`config.mk`:
```
export PLATFORM = sky130hd
export DESIGN_NAME = crc16_frame_arbiter
export DESIGN_NICKNAME = d
export VERILOG_FILES = /design/src/rtl/crc16_pkg.sv /design/src/rtl/crc16_byte_step.sv /design/src/rtl/crc16_frame_arbiter.sv
export SDC_FILE = /design/constraint.sdc
export NUM_CORES = 1
export LEC_CHECK = 0
export ABC_CLOCK_PERIOD_IN_PS = 7800
export CAP_MARGIN = 10
export CORE_MARGIN = 2
export CORE_UTILIZATION = 45
export CTS_BUF_LIST = sky130_fd_sc_hd__clkbuf_4 sky130_fd_sc_hd__clkbuf_8 sky130_fd_sc_hd__clkbuf_16
export DETAILED_ROUTE_END_ITERATION = 10
export DONT_BUFFER_PORTS = 1
export MAX_ROUTING_LAYER = met4
export PLACE_DENSITY = 0.67
export SYNTH_ARGS = -nofsm -noshare
export SYNTH_HDL_FRONTEND = slang
export SYNTH_HIERARCHICAL = 1
export SYNTH_SLANG_ARGS = --single-unit
```
`constraint.sdc`:
```
create_clock -name clk -period 7.8 [get_ports clk]
set_clock_uncertainty 0.05 [all_clocks]
set_input_delay 0 -clock clk [delete_from_list [all_inputs] [get_ports clk]]
set_output_delay 0 -clock clk [all_outputs]
set_load 0.005 [all_outputs]
```
`src/rtl/crc16_pkg.sv`:
```
`default_nettype none
// ============================================================================
// Module      : crc16_pkg
// Description : Shared state encoding, CRC-16 polynomial and byte-step function
//               used by the CRC-16 frame arbiter.
// Revision    : 1.0  initial release
// ============================================================================
package crc16_pkg;

    localparam logic [15:0] CRC16_POLY = 16'h8005;

    typedef enum logic [1:0] {
        ST_IDLE   = 2'd0,
        ST_DATA   = 2'd1,
        ST_CRC_HI = 2'd2,
        ST_CRC_LO = 2'd3
    } arb_state_e;

    // MSB-first, non-reflected: the byte enters the top of the register, then 8 shifts.
    function automatic logic [15:0] crc16_next(input logic [15:0] crc, input logic [7:0] data);
        logic [15:0] c;
        c = crc ^ {data, 8'h00};
        for (int b = 0; b < 8; b++) begin
            c = c[15] ? ((c << 1) ^ CRC16_POLY) : (c << 1);
        end
        return c;
    endfunction

endpackage
`default_nettype wire

```
`src/rtl/crc16_byte_step.sv`:
```
`default_nettype none
// ============================================================================
// Module      : crc16_byte_step
// Description : Combinational one-byte CRC-16 update (crc_q, data) -> crc_d.
// Revision    : 1.0  initial release
// ============================================================================
module crc16_byte_step
    import crc16_pkg::*;
(
    input  logic [15:0] i_crc,
    input  logic [7:0]  i_data,
    output logic [15:0] o_crc
);

    assign o_crc = crc16_next(i_crc, i_data);

endmodule
`default_nettype wire

```
`src/rtl/crc16_frame_arbiter.sv`:
```
`default_nettype none
// ============================================================================
// Module      : crc16_frame_arbiter
// Description : Round-robin frame arbiter feeding one shared CRC-16 engine; passes
//               the granted requester's bytes through and appends a 2-byte trailer.
// Revision    : 1.0  initial release
// ============================================================================
module crc16_frame_arbiter
    import crc16_pkg::*;
#(
    parameter  int          NUM_REQ  = 4,
    parameter  logic [15:0] CRC_INIT = 16'h0000,
    localparam int          IDX_W    = $clog2(NUM_REQ)
)(
    input  logic                   clk,
    input  logic                   rst,
    input  logic [NUM_REQ-1:0]     i_req_valid,
    input  logic [8*NUM_REQ-1:0]   i_req_data,
    input  logic [NUM_REQ-1:0]     i_req_last,
    output logic [NUM_REQ-1:0]     o_req_ready,
    output logic                   o_out_valid,
    output logic [7:0]             o_out_data,
    output logic                   o_out_last,
    input  logic                   i_out_ready,
    output logic [IDX_W-1:0]       o_out_src,
    output logic                   o_busy,
    output logic                   o_frame_done
);

    localparam logic [1:0] S_IDLE   = ST_IDLE;
    localparam logic [1:0] S_DATA   = ST_DATA;
    localparam logic [1:0] S_CRC_HI = ST_CRC_HI;
    localparam logic [1:0] S_CRC_LO = ST_CRC_LO;

    logic [1:0]       r_state;
    logic [IDX_W-1:0] r_rr_ptr;
    logic [IDX_W-1:0] r_src;
    logic [15:0]      r_crc;
    logic             r_frame_done;

    logic             w_lane_valid;
    logic [7:0]       w_lane_data;
    logic             w_lane_last;
    logic             w_accept;
    logic [15:0]      w_crc_next;
    logic [IDX_W-1:0] w_pick;
    logic [IDX_W-1:0] w_ptr_next;

    // Rotate so rr_ptr sits at bit 0, take the lowest set bit, then rotate back.
    function automatic logic [IDX_W-1:0] rr_pick(input logic [NUM_REQ-1:0] valid,
                                                 input logic [IDX_W-1:0]   ptr);
        logic [2*NUM_REQ-1:0] dbl;
        logic [NUM_REQ-1:0]   rot;
        logic [IDX_W-1:0]     enc;
        logic [IDX_W:0]       sum;
        dbl = {valid, valid} >> ptr;
        rot = dbl[NUM_REQ-1:0];
        enc = '0;
        for (int k = NUM_REQ - 1; k >= 0; k--) begin
            if (rot[k]) enc = IDX_W'(k);
        end
        sum = {1'b0, ptr} + {1'b0, enc};
        if (sum >= (IDX_W+1)'(NUM_REQ)) sum = sum - (IDX_W+1)'(NUM_REQ);
        return sum[IDX_W-1:0];
    endfunction

    assign w_pick       = rr_pick(i_req_valid, r_rr_ptr);
    assign w_ptr_next   = (r_src == IDX_W'(NUM_REQ - 1)) ? '0 : r_src + 1'b1;
    assign w_lane_valid = i_req_valid[r_src];
    assign w_lane_data  = i_req_data[{r_src, 3'b000} +: 8];
    assign w_lane_last  = i_req_last[r_src];
    assign w_accept     = (r_state == S_DATA) && w_lane_valid && i_out_ready;

    crc16_byte_step u_crc_step (
        .i_crc  (r_crc),
        .i_data (w_lane_data),
        .o_crc  (w_crc_next)
    );

    always_comb begin
        o_req_ready = '0;
        o_out_valid = 1'b0;
        o_out_data  = 8'h00;
        o_out_last  = 1'b0;
        case (r_state)
            S_DATA: begin
                o_out_valid        = w_lane_valid;
                o_out_data         = w_lane_data;
                o_req_ready[r_src] = i_out_ready;
            end
            S_CRC_HI: begin
                o_out_valid = 1'b1;
                o_out_data  = r_crc[15:8];
            end
            S_CRC_LO: begin
                o_out_valid = 1'b1;
                o_out_data  = r_crc[7:0];
                o_out_last  = 1'b1;
            end
            default: ;
        endcase
    end

    always_ff @(posedge clk) begin
        if (rst) begin
            r_state      <= S_IDLE;
            r_rr_ptr     <= '0;
            r_src        <= '0;
            r_crc        <= CRC_INIT;
            r_frame_done <= 1'b0;
        end else begin
            r_frame_done <= 1'b0;
            case (r_state)
                S_IDLE: begin
                    if (|i_req_valid) begin
                        r_src   <= w_pick;
                        r_crc   <= CRC_INIT;
                        r_state <= S_DATA;
                    end
                end
                S_DATA: begin
                    if (w_accept) begin
                        r_crc <= w_crc_next;
                        if (w_lane_last) r_state <= S_CRC_HI;
                    end
                end
                S_CRC_HI: begin
                    if (i_out_ready) r_state <= S_CRC_LO;
                end
                S_CRC_LO: begin
                    if (i_out_ready) begin
                        r_frame_done <= 1'b1;
                        r_rr_ptr     <= w_ptr_next;
                        r_state      <= S_IDLE;
                    end
                end
                default: r_state <= S_IDLE;
            endcase
        end
    end

    assign o_out_src    = r_src;
    assign o_busy       = (r_state != S_IDLE);
    assign o_frame_done = r_frame_done;

endmodule
`default_nettype wire

```
==> results by group, run 1 <==
Timing
  – Worst Max-Slew Pin Slew: around 1.1 ns
  – Fin Setup TNS: 0 ns
  – RSZ-0062 raised after global routing: no
  – Final period util: 45.19%
  – Final hold slack: 0.08405 ns
  – Peak Freq: 0.2837 GHz
  – Final Slew Violations: 0
  – Rel. slew slack: approximately 29%
  – Final setup viols: 0
  – Final Critical Period: 3.525 ns
  – Final hold vios: 0

Final layout
  – Filler cells: 388
  – Final std cells w/o fill: 225
  – Post-route cell area: 1921 um2
  – Share of cells above drive strength 1: 10.86%
  – Antenna Cells: 0
  – Layout Nets: 229
  – Area grow syn2layout: -0.3248%

Synthesis
  – Net Count, Synth: around 240
  – Number of synthesis warnings: 6
  – Syn avg cell area: 10.09 um2
  – Post-synthesis async set-or-reset flop share: 0%
  – Top FF cell, synth: dfxtp_1
  – Synth Register Bits: 23
  – Seq/Total Area, Yosys: 23.90%
  – Post-synthesis cell count: 191
  – Netlist cell types: 50
  – Post-synth EDFFs: 0
  – Synthesized area: 1927 um2

Critical path
  – CP Class: flip-flop to flip-flop
  – FF-to-FF path depth: 6
  – Critical Path AT: 3.63 ns
  – Reg-to-reg slack, setup: 4.28 ns
  – CP endpoint kind: flip-flop
  – Reg2Reg Capture Point: r_crc[15]
  – Worst-path maximum fanout: 19
  – Worst r2r src: o_out_src[0]
  – Crit path required time: slightly below 8 ns
  – Critical Path Start Type: flip-flop

Floorplanning
  – Die area: 4821 um2
  – CORE AREA: 4058 um2
  – Std cell rows: 23
  – Num ports: 61
  – Die X-Extent: 69.44 um
  – Initial core utilization: a little under half
  – Die Y: 69.44 um

Route
  – DRC viols: 0
  – Starting DRT DRC Count: roughly 90
  – Vias per cell: about 6.6
  – Vias: 1486
  – Post-route ant nets: 0
  – WL/cell: 20.32 um
  – TritonRoute pass-1 iters: 4
  – Drt total wl: ~4600 um

Clock network
  – CTS tree: done
  – Clock root buffer: clkbuf_8
  – Num Clock Sinks: 23
  – Clock buffer depth: 2
  – Setup Fix Bufs, Post-CTS: 0
  – Depth of the CTS H-tree: 1
  – Skew-Pair Late Insertion Delay: 0.26 ns
  – Clock-pin transition on the worst setup and hold timing paths: 0.09 ns
  – TritonCTS buffer count: 3

Placed design
  – Placed cell areas: 1844 um2
  – Cells after DPL: approximately 220
  – IO buf count: 0
  – DP HPWL: between 3000 and 4000 um
  – Final GP Congestion: between 0.7 and 0.8

Run status
  – Outcome: completed

Global routing
  – Gr usage total: 19.53%
  – Initial antenna violation count: 0
  – Largest net degree at the start of global routing: 20
  – Grt ovf: 0
  – First-pass GRT wire length: 7438 um
  – Vias in the first global route: roughly 1500

Hold path
  – Hold Startpoint: i_req_valid[2]
  – Hold crit path type: primary input to flip-flop
  – Hold Path Sink: o_out_src[1]
  – Hold path cells: 3

Power and ir drop
  – Reg power frac: 26.3%
  – Switching power total: 0.2888 mW
  – Gate power share: 62.5%
  – IR drop worst, VDD: roughly 180 uV
  – Pwr Density: 348.1 nW/um2
  – Clk pwr share: 11.2%
  – Cell Int Power: 0.3797 mW
  – Switching share of power: between 40% and 50%
  – Leakage power total: about 0.71 nW

Run
  – Max-cap violation count: 0
-- sequential cells by signal, summed over array words and instances (netlist names) --
signal / cells
o_out_src: 2
r_rr_ptr: 2
r_crc: 16
r_state: 2
o_frame_done: 1
-- stage by stage --
| stage | total power [mW] | util, % | worst slack, ns |
|---|---|---|---|
| 2_1_floorplan | 0.5358 | - | 4.993 |
| 3_3_place_gp | 0.5733 | 45.45 | 4.436 |
| 3_5_place_dp | 0.5900 | 45.45 | 4.347 |
| 4_1_cts | 0.6711 | 47.33 | 4.279 |
| 5_1_grt | 0.7199 | 47.33 | 4.116 |
| 6_report | 0.6685 | 47.33 | 4.275 |
-- worst max-delay path, stage by stage (launching register included) --
cell	delay, ns
dfxtp_1	1.03
mux4_1	0.73
xor2_2	0.22
xnor2_1	0.29
xnor3_2	0.53
xnor3_1	0.36
a22o_1	0.20
-- placed cells by master, fill, tap and decap left out, types with 2 or more instances in the layout --
master | netlist | final
dfxtp_1 | 23 | 23
nor2_1 | 21 | 21
a22o_1 | 16 | 16
ha_1 | 10 | 10
xnor2_1 | 10 | 10
a222oi_1 | 8 | 8
nand2_1 | 6 | 6
mux2i_1 | 6 | 6
a21oi_1 | 6 | 6
xor2_1 | 6 | 6
inv_1 | 5 | 5
mux4_2 | 5 | 5
and3_1 | 4 | 4
mux4_1 | 3 | 3
nand2b_1 | 3 | 3
nand3_1 | 3 | 3
clkbuf_8 | 0 | 3
dlygate4sd3_1 | 0 | 3
nor3_1 | 2 | 2
o2111ai_1 | 2 | 2
xor2_2 | 2 | 2
xnor2_2 | 2 | 2
-- kinds of logic after synthesis --
group,synth area share (%)
AOI/OAI and AO/OA,20.39
xor gates and xnor gates,14.48
adders and majority gates,6.494
buffers and inverters,8.506
DFF,23.90
muxes,13.64
and+or+nand+nor,12.60
-- synth_stat cells (2+ instances only) --
| cell | count | area share [%] |
|---|---|---|
| a22o_1 | 16 | 7.3 |
| and3_1 | 4 | 1.3 |
| nand2b_1 | 3 | 0.97 |
| a222oi_1 | 8 | 4.2 |
| mux4_2 | 5 | 5.8 |
| clkbuf_1 | 9 | 1.8 |
| buf_4 | 7 | 2.7 |
| xnor2_1 | 10 | 4.5 |
| nand3_1 | 3 | 0.78 |
| xnor2_2 | 2 | 1.7 |
| xor2_2 | 2 | 1.7 |
| buf_2 | 2 | 0.52 |
| a21oi_1 | 6 | 1.6 |
| o2111ai_1 | 2 | 0.91 |
| nand2_1 | 6 | 1.2 |
| xor2_1 | 6 | 2.7 |
| mux2i_1 | 6 | 3.1 |
| nor3_1 | 2 | 0.52 |
| buf_6 | 4 | 2.3 |
| nor2_1 | 21 | 4.1 |
| mux4_1 | 3 | 4.1 |
| dfxtp_1 | 23 | 24 |
| ha_1 | 10 | 6.5 |
| inv_1 | 5 | 0.97 |
-- repair_timing --
item | CTS | global route
hold buffers | 3 | 0
resized for setup | 0 | 0
endpoints found under the hold margin | 23 | 0
-- layout make-up --
cell class	instances	area, um2	area share (%)
clock inverter	1	5.005	0.2606
timing repair buffer	3	30.03	1.564
multi-input combinational	140	1303	67.82
clock buffer	3	41.29	2.150
inverter	5	18.77	0.9772
tap	50	62.56	3.257
sequential	23	460.4	23.97
-- how the worst max path moves through the flow --
stage	startpoint	to	slack, ns	cells past startpoint
floorplan	o_out_src[0]	r_crc[15]	4.99	8
global placement	o_out_src[0]	r_crc[15]	4.44	6
detailed placement	o_out_src[0]	r_crc[15]	4.35	6
CTS	o_out_src[0]	r_crc[15]	4.28	6
global route	o_out_src[0]	r_crc[15]	4.12	6
finish	o_out_src[0]	r_crc[15]	4.28	6
-- power groups by stage --
stage	registers, mW	logic [mW]	clock network [mW]
2_1_floorplan	0.152	0.383	0
3_3_place_gp	0.177	0.397	0
3_5_place_dp	0.179	0.411	0
4_1_cts	0.176	0.417	0.0776
5_1_grt	0.180	0.457	0.0828
6_report	0.176	0.418	0.0746
-- layer usage --
layer	up-vias	global-route usage (%)	wire [um]
li1	677	-	-
met1	731	24.32	1844
met2	72	32.80	2311
met3	6	3.634	360
met4	0	4.793	57
met5	-	-	0
No activity file was read; power rests on OpenSTA's default activity.
==> inputs of run 2 (changes only) <==
--- a/config.mk
+++ b/config.mk
@@ -5,7 +5,7 @@
 export SDC_FILE = /design/constraint.sdc
 export NUM_CORES = 1
 export LEC_CHECK = 0
-export ABC_CLOCK_PERIOD_IN_PS = 7800
+export ABC_CLOCK_PERIOD_IN_PS = 3000
 export CAP_MARGIN = 10
 export CORE_MARGIN = 2
 export CORE_UTILIZATION = 45
@@ -13,7 +13,7 @@
 export DETAILED_ROUTE_END_ITERATION = 10
 export DONT_BUFFER_PORTS = 1
 export MAX_ROUTING_LAYER = met4
-export PLACE_DENSITY = 0.67
+export PLACE_DENSITY = 0.69
 export SYNTH_ARGS = -nofsm -noshare
 export SYNTH_HDL_FRONTEND = slang
 export SYNTH_HIERARCHICAL = 1
==> constraint.sdc (replaced) <==
create_clock -name clk -period 3 [get_ports clk]
set_clock_uncertainty 0.05 [all_clocks]
set_input_delay 0 -clock clk [delete_from_list [all_inputs] [get_ports clk]]
set_output_delay 0 -clock clk [all_outputs]
set_load 0.005 [all_outputs]
==> results by group, run 2 (synthesis gave the netlist of run 1 again) <==
Final layout
  – Area of the multi-input gates: roughly 1300 um2
  – Commonest cells after routing, fill and taps aside: dfxtp_1 (23), nor2_1 (21), a22o_1 (16), ha_1 (10), xnor2_1 (10)
  – Max reg flops: 16
  – Antenna Cells: 0
  – Top reg by flops: r_crc
  – Final std cells w/o fill: 232
  – Layout Nets: between 200 and 250
  – Filler cells: 376
  – Seq. cell area: 460.4 um2
  – Area grow syn2layout: 3.052%
  – Commonest non-fill, non-tap cell in the layout: dfxtp_1
  – Share of cells above drive strength 1: 14.29%

Floorplanning
  – Die Y: 69.44 um
  – Initial core utilization: 47.49%
  – Die area: 4821 um2
  – Num ports: a little over 60
  – CORE AREA: between 4000 and 5000 um2
  – Die X-Extent: 69.44 um
  – Std cell rows: 23

Timing
  – Rel. slew slack: 51.04%
  – Worst Max-Slew Pin Slew: 0.7344 ns
  – Final Critical Period: 2.807 ns
  – Peak Freq: 0.3563 GHz
  – Final Slew Violations: 0
  – Final hold vios: 0
  – Final period util: 93.56%
  – RSZ-0062 raised after global routing: no
  – Fin Setup TNS: 0 ns
  – Final setup viols: 0

Critical path
  – Worst r2r src: o_out_src[0]
  – Crit path required time: ~3.1 ns
  – CP Class: flip-flop to flip-flop
  – Reg2Reg Capture Point: r_crc[15]
  – CP Launch Point: o_out_src[0]
  – Reg-to-reg slack, setup: 0.19 ns
  – CP endpoint kind: flip-flop
  – Critical Path AT: 2.93 ns
  – FF-to-FF path depth: 7
  – Critical Path Start Type: flip-flop
  – Worst-path maximum fanout: 16

Placed design
  – Cells after DPL: 225
  – IO buf count: 0
  – DP HPWL: 3550 um
  – Final GP Congestion: 0.7966

Clock network
  – Setup Fix Bufs, Post-CTS: 0
  – Clock-pin transition on the worst setup and hold timing paths: 0.09 ns
  – CTS tree: done
  – Skew-Pair Late Insertion Delay: about 0.27 ns
  – Clock buffer depth: 2
  – Depth of the CTS H-tree: 1
  – Clock root buffer: clkbuf_8
  – TritonCTS buffer count: 3
  – Num Clock Sinks: 23

Hold path
  – Hold Startpoint: i_req_valid[2]
  – Hold path cells: 3
  – Hold crit path type: primary input to flip-flop
  – Hold Path Sink: o_out_src[1]

Route
  – Post-route ant nets: 0
  – Starting DRT DRC Count: 129
  – Vias: 1491
  – WL/cell: 20.73 um
  – TritonRoute pass-1 iters: 4
  – Drt total wl: 4809 um
  – DRC viols: 0
  – Vias per cell: about 6.4

Power and ir drop
  – Leakage power total: roughly 0.75 nW
  – IR drop worst, VDD: 574.4 uV
  – Pwr Density: 909.4 nW/um2

Global routing
  – Largest net degree at the start of global routing: 19
  – Initial antenna violation count: 0
  – Gr usage total: between 20% and 30%
  – Grt ovf: 0
  – First-pass GRT wire length: 8066 um
  – Vias in the first global route: around 1600

Run
  – Max-cap violation count: 0

Run status
  – Outcome: completed
==> run 2: cell types whose count changed in the layout (fill, tap and decap cells not counted) <==
| cell | delta |
|---|---|
| buf_12 | +1 |
| buf_4 | +6 |
==> run 2: layout make-up <==
cell class,count,area share [%]
Clock buffer,3,2.079
Sequential cell,23,23.19
Clock inverter,1,0.2520
Multi-Input combinational cell,140,65.60
Tap cell,50,3.151
Inverter,5,0.9452
Timing Repair Buffer,10,4.789
==> run 2: what timing repair did <==
action	4_1_cts	5_1_grt
hold buffers	3	0
hold endpoints to repair	7	0
gates resized for setup	0	0
setup endpoints to repair	0	0
==> run 2: through the flow <==
stage	instance area [um2]	utilization, %	setup WS (ns)	power, mW	hold slack [ns]
floorplan	1927	-	0.1932	1.393	0.2342
global placement	1909	47.06	0.2448	1.555	0.02266
detailed placement	1909	47.06	0.2012	1.599	0.02590
CTS	1986	48.94	0.1814	1.812	0.03975
global route	1986	48.94	0.08997	1.930	0.06790
finish	1986	48.94	0.1931	1.806	0.05917
==> run 2: worst max-delay path, stage by stage, from the launching register on <==
cell	delay [ns]
dfxtp_1	0.42
buf_12	0.19
mux4_1	0.63
xnor2_2	0.26
xor2_2	0.19
xnor3_2	0.41
xnor3_1	0.36
a22o_1	0.20
==> run 2: worst max path at each step <==
stage,endpoint,cells after the start,slack [ns]
4_1_cts,r_crc[15],7,0.18
3_5_place_dp,r_crc[15],7,0.20
2_1_floorplan,r_crc[15],8,0.19
3_3_place_gp,r_crc[15],7,0.24
6_report,r_crc[15],7,0.19
5_1_grt,r_crc[15],7,0.09
==> run 2: where the power goes <==
| group | total [mW] | switching (mW) | internal, mW |
|---|---|---|---|
| registers | 0.412 | 0.0621 | 0.350 |
| clock network | 0.206 | 0.113 | 0.0931 |
| logic | 1.19 | 0.592 | 0.595 |
==> run 2: routing by layer <==
metal | GRT usage [%] | vias to the layer above | wire length (um)
li1 | - | 689 | -
met1 | 25.91 | 730 | 1875
met2 | 36.54 | 66 | 2493
met3 | 5.523 | 6 | 377
met4 | 5.011 | 0 | 63
met5 | - | - | 0
==> inputs of run 3 (changes only) <==
--- a/config.mk
+++ b/config.mk
@@ -12,7 +12,6 @@
 export CTS_BUF_LIST = sky130_fd_sc_hd__clkbuf_4 sky130_fd_sc_hd__clkbuf_8 sky130_fd_sc_hd__clkbuf_16
 export DETAILED_ROUTE_END_ITERATION = 10
 export DONT_BUFFER_PORTS = 1
-export MAX_ROUTING_LAYER = met4
 export PLACE_DENSITY = 0.69
 export SYNTH_ARGS = -nofsm -noshare
 export SYNTH_HDL_FRONTEND = slang
==> results by group, run 3 (synthesis gave the netlist of run 1 again) <==
Route
  – Vias per cell: around 6.4
  – Starting DRT DRC Count: 126
  – TritonRoute pass-1 iters: 4
  – Vias: 1478
  – WL/cell: between 20 and 25 um
  – DRC viols: 0
  – Drt total wl: 4800 um
  – Post-route ant nets: 0

Hold path
  – Hold crit path type: primary input to flip-flop

Final layout
  – Share of cells above drive strength 1: between 10 and 15%
  – Fin util: 48.94%
  – Final std cells w/o fill: 232
  – Antenna Cells: 0
  – Top reg by flops: r_crc
  – Layout Nets: 236
  – Max reg flops: 16
  – Commonest cells after routing, fill and taps aside: dfxtp_1 (23), nor2_1 (21), a22o_1 (16), ha_1 (10), xnor2_1 (10)
  – Commonest non-fill, non-tap cell in the layout: dfxtp_1
  – Area grow syn2layout: 3.052%

Global routing
  – Initial antenna violation count: 0
  – Vias in the first global route: 1613
  – First-pass GRT wire length: between 8000 and 9000 um
  – Grt ovf: 0
  – Largest net degree at the start of global routing: 19
  – Gr usage total: between 20% and 30%

Power and ir drop
  – Leakage power total: 0.7522 nW
  – Reg power frac: 22.8%
  – Cell Int Power: 1.039 mW
  – IR drop worst, VDD: 574.3 uV
  – Gate power share: around 66%
  – Total chip power: 1.806 mW
  – Switching share of power: 42.48%
  – Clk pwr share: 11.4%
  – Pwr Density: 909.3 nW/um2
  – Switching power total: 0.7669 mW

Clock network
  – TritonCTS buffer count: 3
  – Num Clock Sinks: 23
  – Clock buffer depth: 2
  – Post-CTS Resized: 0
  – CTS tree: done
  – Depth of the CTS H-tree: 1
  – Clock root buffer: clkbuf_8
  – Skew-Pair Late Insertion Delay: 0.27 ns
  – Clock-pin transition on the worst setup and hold timing paths: 0.09 ns

Timing
  – Final hold vios: 0
  – Final setup viols: 0
  – Final Critical Period: about 2.8 ns
  – Peak Freq: 0.3565 GHz
  – RSZ-0062 raised after global routing: no
  – Final period util: 93.50%
  – Final Slew Violations: 0
  – Rel. slew slack: 50.85%
  – Worst Max-Slew Pin Slew: 0.7373 ns
  – Fin Setup TNS: 0 ns

Critical path
  – Critical path, cell by cell: buf_12 -> mux4_2 -> xnor2_2 -> xnor2_1 -> xnor3_2 -> xnor3_1 -> a22o_1
  – CP bufs+invs: 1
  – Worst-path maximum fanout: 16
  – CP Class: flip-flop to flip-flop
  – Crit path required time: 3.12 ns
  – CP endpoint kind: flip-flop
  – Critical Path Start Type: flip-flop
  – Crit path largest cell delay: 0.55 ns
  – CP top delay family: XOR/XNOR gates
  – Critical Path AT: 2.93 ns
  – Slowest cell on crit path: mux4_2

Placed design
  – DP HPWL: 3550 um
  – Cells after DPL: 225
  – IO buf count: 0
  – Final GP Congestion: 0.7857

Floorplanning
  – CORE AREA: 4058 um2
  – Num ports: 61
  – Die Y: 69.44 um
  – Std cell rows: 23
  – Die area: 4821 um2
  – Die X-Extent: 69.44 um
  – Initial core utilization: a little under half

Run status
  – Outcome: completed

Run
  – Max-cap violation count: 0
run 3: cell counts in the layout (fill, tap and decap cells not counted):
No cell type changed its count.
run 3: routing by layer:
metal  GRT usage [%]  vias up  part of all wire [%]  routed length (um)
li1                -      689                     -                   -
met1           25.00      718                    39                1851
met5               0        -                     0                   0
met2           36.75       65                    51                2445
met3           6.686        6                   9.2                 441
met4           5.011        0                   1.3                  61
run 3: power groups by stage:
stage	Sequential, mW	Combinational [mW]	Clock, mW
finish	0.411	1.19	0.206
CTS	0.411	1.19	0.209
global placement	0.412	1.14	0
global route	0.418	1.29	0.219
detailed placement	0.418	1.18	0
floorplan	0.396	0.997	0
run 3: cell type report:
type / count / area, um2
clock buffers: 3 / 41.29
clock inverters: 1 / 5.005
fillers: 376 / 2072
inverters: 5 / 18.77
multi-input cells: 140 / 1303
flip-flops and latches: 23 / 460.4
well taps: 50 / 62.56
repair buffers: 10 / 95.09
run 3: timing repair:
item,CTS,global route
hold buffers,3,0
setup buffers,0,0
hold endpoints to repair,7,0
run 3: final timing paths:
path	to	cells after the start	slack [ns]	startpoint
hold / removal	o_out_src[1]	3	0.05	i_req_valid[2]
setup reg to reg	r_crc[15]	7	0.20	o_out_src[0]
hold reg to reg	r_crc[10]	1	0.46	r_crc[2]
setup / recovery	r_crc[15]	7	0.20	o_out_src[0]
run 3: stage by stage:
| step | hold WS [ns] | area, um2 | setup slack [ns] |
|---|---|---|---|
| 4_1_cts | 0.03975 | 1986 | 0.1814 |
| 3_5_place_dp | 0.02590 | 1909 | 0.2012 |
| 2_1_floorplan | 0.2342 | 1927 | 0.1932 |
| 5_1_grt | 0.06791 | 1986 | 0.08996 |
| 3_3_place_gp | 0.02266 | 1909 | 0.2448 |
| 6_report | 0.05125 | 1986 | 0.1951 |
run 3: worst register-to-register path: cells and delay by family, from the launching register on:
kind | cells | cell delay [ns]
compound gates | 1 | 0.20
xor+xnor | 4 | 1.31
buf+inv | 1 | 0.19
flops | 1 | 0.41
mux | 1 | 0.56
